File: src/rtl/etm_mac8.sv
// Multiply-accumulate stage using the 8x8 error-tolerant multiplier (ETM) product rule.
// Sums N_TAPS products per kernel and hands the sum downstream over valid/ready.
module etm_mac8 #(
    parameter int unsigned N_TAPS = 9,
    parameter int unsigned ACC_W  = 24,
    parameter bit          SAT    = 1'b1
) (
    input  logic             clk,
    input  logic             rst,
    input  logic             in_valid,
    output logic             in_ready,
    input  logic [7:0]       in_a,
    input  logic [7:0]       in_b,
    output logic             out_valid,
    input  logic             out_ready,
    output logic [ACC_W-1:0] out_sum,
    output logic             busy
);

    localparam logic [7:0] NTapsW  = 8'(N_TAPS);
    localparam logic [7:0] LastTap = 8'(N_TAPS - 1);

    typedef enum logic [1:0] {StRun, StDrain, StHold} state_e;

    state_e             state_q, state_d;
    logic [7:0]         tap_q, tap_d;
    logic [15:0]        p_q;
    logic               pv_q;
    logic [ACC_W-1:0]   acc_q, acc_d;

    logic               accept;
    logic               handshake;
    logic [3:0]         ah, al, bh, bl, lo_or;
    logic [7:0]         lo_part, lo_exact, hi_exact;
    logic [15:0]        prod;
    logic [ACC_W:0]     sum_ext;

    assign ah = in_a[7:4];
    assign al = in_a[3:0];
    assign bh = in_b[7:4];
    assign bl = in_b[3:0];
    assign lo_or    = al | bl;
    assign lo_exact = {4'b0, al} * {4'b0, bl};
    assign hi_exact = {4'b0, ah} * {4'b0, bh};

    // Low byte is approximated from the highest set bit of the OR of the low nibbles.
    always_comb begin
        lo_part = 8'h00;
        if (lo_or[3])      lo_part = 8'hFF;
        else if (lo_or[2]) lo_part = 8'h7F;
        else if (lo_or[1]) lo_part = 8'h3F;
        else if (lo_or[0]) lo_part = 8'h1F;
        if (ah == 4'd0 && bh == 4'd0) prod = {8'h00, lo_exact};
        else                          prod = {hi_exact, lo_part};
    end

    assign in_ready  = (state_q == StRun) && (tap_q < NTapsW);
    assign accept    = in_valid && in_ready;
    assign out_valid = (state_q == StHold);
    assign handshake = out_valid && out_ready;
    assign out_sum   = acc_q;
    assign busy      = (state_q != StRun) || (tap_q != 8'd0);

    assign sum_ext = {1'b0, acc_q} + {{(ACC_W - 15){1'b0}}, p_q};

    always_comb begin
        state_d = state_q;
        tap_d   = tap_q;
        acc_d   = acc_q;
        if (pv_q) begin
            // Saturated value stays all-ones: any further add overflows again.
            if (SAT && sum_ext[ACC_W]) acc_d = '1;
            else                       acc_d = sum_ext[ACC_W-1:0];
        end
        unique case (state_q)
            StRun: begin
                if (accept) begin
                    tap_d = tap_q + 8'd1;
                    if (tap_q == LastTap) state_d = StDrain;
                end
            end
            StDrain: begin
                if (pv_q) state_d = StHold;
            end
            StHold: begin
                if (handshake) begin
                    acc_d   = '0;
                    tap_d   = 8'd0;
                    state_d = StRun;
                end
            end
            default: state_d = StRun;
        endcase
    end

    always_ff @(posedge clk or posedge rst) begin
        if (rst) begin
            state_q <= StRun;
            tap_q   <= 8'd0;
            p_q     <= 16'd0;
            pv_q    <= 1'b0;
            acc_q   <= '0;
        end else begin
            state_q <= state_d;
            tap_q   <= tap_d;
            pv_q    <= accept;
            if (accept) p_q <= prod;
            acc_q   <= acc_d;
        end
    end

endmodule

File: config.mk
export PLATFORM = sky130hd
export DESIGN_NAME = etm_mac8
export DESIGN_NICKNAME = d
export VERILOG_FILES = /design/src/rtl/etm_mac8.sv
export SDC_FILE = /design/constraint.sdc
export NUM_CORES = 1
export LEC_CHECK = 0
export CELL_PAD_IN_SITES_DETAIL_PLACEMENT = 0
export CELL_PAD_IN_SITES_GLOBAL_PLACEMENT = 1
export CORE_ASPECT_RATIO = 0.9
export CORE_UTILIZATION = 35
export CTS_BUF_LIST = sky130_fd_sc_hd__clkbuf_8 sky130_fd_sc_hd__clkbuf_16
export CTS_CLUSTER_DIAMETER = 50
export DETAILED_ROUTE_END_ITERATION = 8
export GPL_TIMING_DRIVEN = 0
export HOLD_SLACK_MARGIN = 0.08
export PLACE_DENSITY = 0.72
export SYNTH_ARGS = -nofsm -noshare
export SYNTH_HDL_FRONTEND = slang
export SYNTH_SLANG_ARGS = --single-unit
File: constraint.sdc
create_clock -name clk -period 6.4 [get_ports clk]
set_clock_uncertainty 0.05 [all_clocks]
set_input_delay 1.28 -clock clk [delete_from_list [all_inputs] [get_ports clk]]
set_output_delay 1.28 -clock clk [all_outputs]
set_load 0.01 [all_outputs]
==> results of run 1 <==
## stage by stage
| step | area [um2] | setup WS [ns] | hold WS (ns) |
|---|---|---|---|
| after detailed placement | 4688 | 1.745 | 0.4212 |
| final | 4845 | 2.073 | 0.4283 |
| after CTS | 4845 | 2.040 | 0.4361 |
| after global routing | 4845 | 1.819 | 0.4540 |
| after floorplan | 4018 | 2.579 | 0.3928 |
| after global placement | 4668 | 1.824 | 0.4210 |
## worst min-delay path, delay by kind of cell (launching register included)
kind             cells  cell delay, ns
flip-flops           1            0.35
AND/OR/NAND/NOR      2            0.10
## cell usage in the layout (no fill, tap or decap), types with 14 or more instances in the layout
cell type / synthesis / layout
ha_1: 43 / 43
and2_1: 24 / 24
dfrtp_1: 51 / 51
inv_1: 25 / 25
clkdlybuf4s50_1: 0 / 46
a21oi_1: 26 / 26
o21ai_0: 25 / 25
nand2_1: 49 / 49
nor2_1: 26 / 26
xnor2_1: 14 / 14
## final timing paths
path	start	endpoint	slack, ns	depth (start not counted)
max	in_a[0]	p_q[7]$_DFFE_PP0P_	2.07	13
min	p_q[13]$_DFFE_PP0P_	p_q[13]$_DFFE_PP0P_	0.43	2
max reg2reg	out_sum[0]$_DFF_PP0_	out_sum[6]$_DFF_PP0_	3.51	10
min reg2reg	p_q[13]$_DFFE_PP0P_	p_q[13]$_DFFE_PP0P_	0.43	2
max in group asynchronous	rst	out_sum[23]$_DFF_PP0_	4.48	3
min in group asynchronous	rst	tap_q[2]$_DFFE_PP0P_	1.29	2
## power by group
group / internal [mW] / switching (mW)
logic: 0.0433 / 0.0477
registers: 0.322 / 0
clock network: 0.165 / 0.112
## cells by family (layout without fill, tap and decap cells)
logic type	Yosys count	count (layout)	share of synthesized area
simple gates	147	147	0.1847
fa+ha+maj	52	52	0.1788
buf+inv	39	94	0.04048
flops	51	51	0.3177
xor+xnor	22	22	0.04796
compound gates	123	123	0.2305
## routing by layer
metal  part of all wire  vias up
met5                  0        -
met4             0.0079        0
met3              0.030        6
met2               0.47       55
met1               0.50     1550
li1                   -     1671
## state kept, by name, indices dropped and copies added (netlist names)
signal,flops
p_q,16
state_q,2
tap_q,8
out_sum,24
pv_q,1
## cell type report
type	count	area share
Multi-Input combinational cell	344	0.5323
Sequential cell	51	0.2634
Timing Repair Buffer	47	0.09917
Tap cell	152	0.03926
Clock buffer	7	0.03151
Inverter	25	0.01937
Buffer	14	0.01420
Clock inverter	1	0.0007748
==> out/results.ini, run 1 <==
[final_layout]
num-fill-cells=1142
diodes=0
nets=560
final_cell_count_no_fill=641
final_layout_size_suffix_gt1_frac=0.07566
seq_area_um2=1276
multi_input_area_um2=2579
post-route-util=0.4408
syn_to_final_growth_pct=20.59

[worst_setup_path]
required_ns=6.56
crit_type=input pin to flip-flop
cp_slowest_cell=fa_1
crit_family=adder cells
cp_slowest_stage_delay_ns=0.61
end_kind=flip-flop
cp_num_buf_inv=2
worstPathCellList=clkdlybuf4s50_1, nand2_1, fa_1, fa_1, inv_1, ha_1, a21o_1, a21oi_1, o21bai_1, a21oi_1, xnor2_1, nand2_1, a31oi_1
crit_arrival_ns=4.49
cp-start-kind=input pin
critPathMaxFanout=5

[logic_synthesis]
synth_edf_count=0
synth_top_area_cell=dfrtp_1
syn_area_um2=4018
synth.top_cell.area_share=0.3177
synth_flop_cell=dfrtp_1
syn_nets=506
yosys_warnings=0
ys_types=55
synth.top_cells.by_count=dfrtp_1 (51), nand2_1 (49), ha_1 (43), a21oi_1 (26), nor2_1 (26)
ys_seq_elements=51
yosysMostFrequentCell=dfrtp_1
synth_area_leaders=dfrtp_1 (32%), ha_1 (13%), nand2_1 (4.6%)
syn_avg_cell_area_um2=9.257
synthArstFlopShare=1.000
syn_inst=434
ys_seq_area_frac=0.3177

[clock_tree]
clock_sinks=51
cts_buffers=5
post_cts_buffers=0
htree_num_levels=2
cts.path.max_buffers=2
clock_latency_ns=0.29
cts-root-buf=clkbuf_16
cts_tree=built
holdBufCountCts=0
clk_pin_slew_ns=0.06
cts_resized=0

[sta]
hold_viol_final=0
worst_slew_pin_slew_ns=0.6128
rsz0062_at_grt=no
fin_setup_tns_ns=0
relSlewSlack=0.5915
setup_viol=0
fmax_mhz=231.1
post-route-min-period_ns=4.327
drv_slew=0
period_share=0.6761

[pwr]
p_per_area_nw_per_um2=142.5
power.total_mw=0.6903
vdd_drop_max_uv=79.51
p_leak_nw=2.277

[flow_run]
max-cap-violations=0

[place]
numPortBuffers=46
gp_congestion=0.8012
dp.cells=633
hpwl_um=7233

[floorplan]
fp.dieH_um=103.6
initial_core_util=0.3656
ioPinCount=47
die_area_um2=11910
core-area_um2=10990
die_w_um=114.9
rows=36

[detailed_routing]
avgRoutedWirePerCell_um=14.24
wirelength_um=9129
drc=0
avgViaCountPerCell=5.120
ant_nets=0
drt_iter0_markers=182
first_pass_iters=4
vias=3282

[global_routing]
antenna_found_initial=0
grtUsageMet3=0.02282
grt_pass1_wl_um=15650
met1_usage=0.2201
track_usage=0.1616
grt_pass1_vias=3321
met2_usage=0.2719
top_usage_layer=met2
overflow=0
grt_start_max_net_pins=31

[min_path]
hp-class=flip-flop to flip-flop

[run_status]
outcome=finished clean

(Power assumes the default switching activity.)
==> inputs of run 2 (changes only) <==
PLACE_DENSITY = 0.75   (was 0.72)
clock period = 3.9 ns   (was 6.4 ns; I/O delays follow)
==> run 2 against run 1 <==
Clock power is 87% higher. Routed wire length is 1.4% lower. Critical path depth is 1 lower. Utilization is 0.24 points higher. First-iteration DRC count is 12% lower. Non-clock buffer count stayed put. Worst setup slack worse by 1.9 ns. Largest power group unchanged. Highest routed layer unchanged.
==> out/results.ini, run 2 (synthesized netlist as in run 1, its figures left out) <==
[run_status]
outcome=finished clean

[final_layout]
nets=560
final_layout_size_suffix_gt1_frac=0.07975
num-fill-cells=1131
fin_area_um2=4871
diodes=0
layout_common_cells=dfrtp_1 (51), nand2_1 (49), clkdlybuf4s50_1 (44)
largest_reg_flops=24
layout_commonest_cell=dfrtp_1
final_cell_count_no_fill=641
post-route-util=0.4432
syn_to_final_growth_pct=21.24

[clock_tree]
cts_tree=built
cts_buffers=5
clk_pin_slew_ns=0.07
htree_num_levels=2
cts.path.max_buffers=2
clock_sinks=51
cts-root-buf=clkbuf_16
clock_latency_ns=0.29

[detailed_routing]
wirelength_um=8997
drt_iter0_markers=161
ant_nets=0
vias=3310
drc=0
first_pass_iters=4
avgRoutedWirePerCell_um=14.04
avgViaCountPerCell=5.164

[worst_setup_path]
rrSetupSlack_ns=1.05
crit_type=input pin to flip-flop
startpoint=in_b[7]
end_kind=flip-flop
cp-endpoint=p_q[15]$_DFFE_PP0P_
reg2regPathDepth=10
cp-start-kind=input pin
critPathMaxFanout=5
required_ns=4.01
crit_arrival_ns=3.81
regToRegStartpoint=out_sum[0]$_DFF_PP0_
reg2reg_to=out_sum[8]$_DFF_PP0_

[floorplan]
initial_core_util=0.3656
rows=36
core-area_um2=10990
ioPinCount=47
die_area_um2=11910
die_w_um=114.9
fp.dieH_um=103.6

[place]
numPortBuffers=46
dp.cells=633
gp_congestion=0.8266
hpwl_um=7059
detailed_place.area_um2=4688

[pwr]
vdd_drop_max_uv=137.5
p_leak_nw=2.301
p_per_area_nw_per_um2=245.2

[sta]
relSlewSlack=0.6196
hold_viol_final=0
fmax_mhz=270.5
worst_slew_pin_slew_ns=0.5706
post-route-min-period_ns=3.696
fin_setup_tns_ns=0
setup_viol=0
drv_slew=0
rsz0062_at_grt=no
holdWs_ns=0.4423
period_share=0.9478

[global_routing]
grt_start_max_net_pins=28
grt_pass1_vias=3261
grt_pass1_wl_um=15590
antenna_found_initial=0
track_usage=0.1611
overflow=0

[flow_run]
max-cap-violations=0

[min_path]
hp-class=flip-flop to flip-flop

run 2: final cells by class:
| type | instances | area, um2 | share of cell area |
|---|---|---|---|
| multi-input cells | 344 | 2582 | 0.5302 |
| flip-flops and latches | 51 | 1276 | 0.2620 |
| repair buffers | 47 | 485.5 | 0.09967 |
| well taps | 152 | 190.2 | 0.03904 |
| clock buffers | 6 | 138.9 | 0.02851 |
| inverters | 25 | 93.84 | 0.01927 |
| plain buffers | 14 | 68.82 | 0.01413 |
| clock inverters | 2 | 35.03 | 0.007192 |
run 2: how the worst min path moves through the flow:
stage / from / end / slack (ns) / cells past startpoint
floorplan: p_q[13]$_DFFE_PP0P_ / p_q[13]$_DFFE_PP0P_ / 0.39 / 2
global placement: p_q[13]$_DFFE_PP0P_ / p_q[13]$_DFFE_PP0P_ / 0.42 / 2
detailed placement: p_q[13]$_DFFE_PP0P_ / p_q[13]$_DFFE_PP0P_ / 0.43 / 2
CTS: p_q[13]$_DFFE_PP0P_ / p_q[13]$_DFFE_PP0P_ / 0.45 / 2
global route: p_q[13]$_DFFE_PP0P_ / p_q[13]$_DFFE_PP0P_ / 0.47 / 2
finish: p_q[12]$_DFFE_PP0P_ / p_q[12]$_DFFE_PP0P_ / 0.44 / 2
run 2: what timing repair did:
item,4_1_cts,5_1_grt
buffers inserted,0,0
gates resized for setup,0,3
setup endpoints to repair,0,1
hold buffers,0,0
run 2: worst max-delay path, cell delays in order:
cell             delay [ns]
clkdlybuf4s50_1        0.54
nand2_1                0.11
fa_1                   0.52
fa_1                   0.54
inv_1                  0.07
ha_1                   0.30
a21o_1                 0.19
a21o_1                 0.19
a21o_1                 0.18
a21oi_1                0.16
xor2_1                 0.17
o31ai_1                0.08
run 2: stage by stage:
step / total power, mW / worst slack, ns
6_report: 1.194 / 0.2037
4_1_cts: 1.210 / 0.1020
3_5_place_dp: 0.6870 / -0.2039
5_1_grt: 1.254 / 0.01807
3_3_place_gp: 0.6827 / -0.1611
2_1_floorplan: 0.6365 / 0.5789
run 2: report_power, final:
| part | switching (mW) | internal, mW | leakage (nW) |
|---|---|---|---|
| logic | 0.0778 | 0.0711 | 1.54 |
| registers | 0 | 0.529 | 0.676 |
| clock network | 0.197 | 0.319 | 0.0868 |
| total | 0.275 | 0.919 | 2.30 |
run 2: layer usage:
layer | track usage | part of all wire | up-vias | wire length (um)
met5 | 0 | 0 | - | 0
met4 | 0.03711 | 0.0078 | 0 | 70
met3 | 0.02692 | 0.036 | 6 | 326
met2 | 0.2629 | 0.45 | 55 | 4088
met1 | 0.2210 | 0.50 | 1564 | 4512
li1 | - | - | 1685 | -
==> inputs of run 3 (changes only) <==
ABC_CLOCK_PERIOD_IN_PS = 3900   (was unset)
CTS_CLUSTER_SIZE = 30   (was unset)
==> results of run 3 <==
The final DEF is identical to that of run 2; final timing and power are the same.
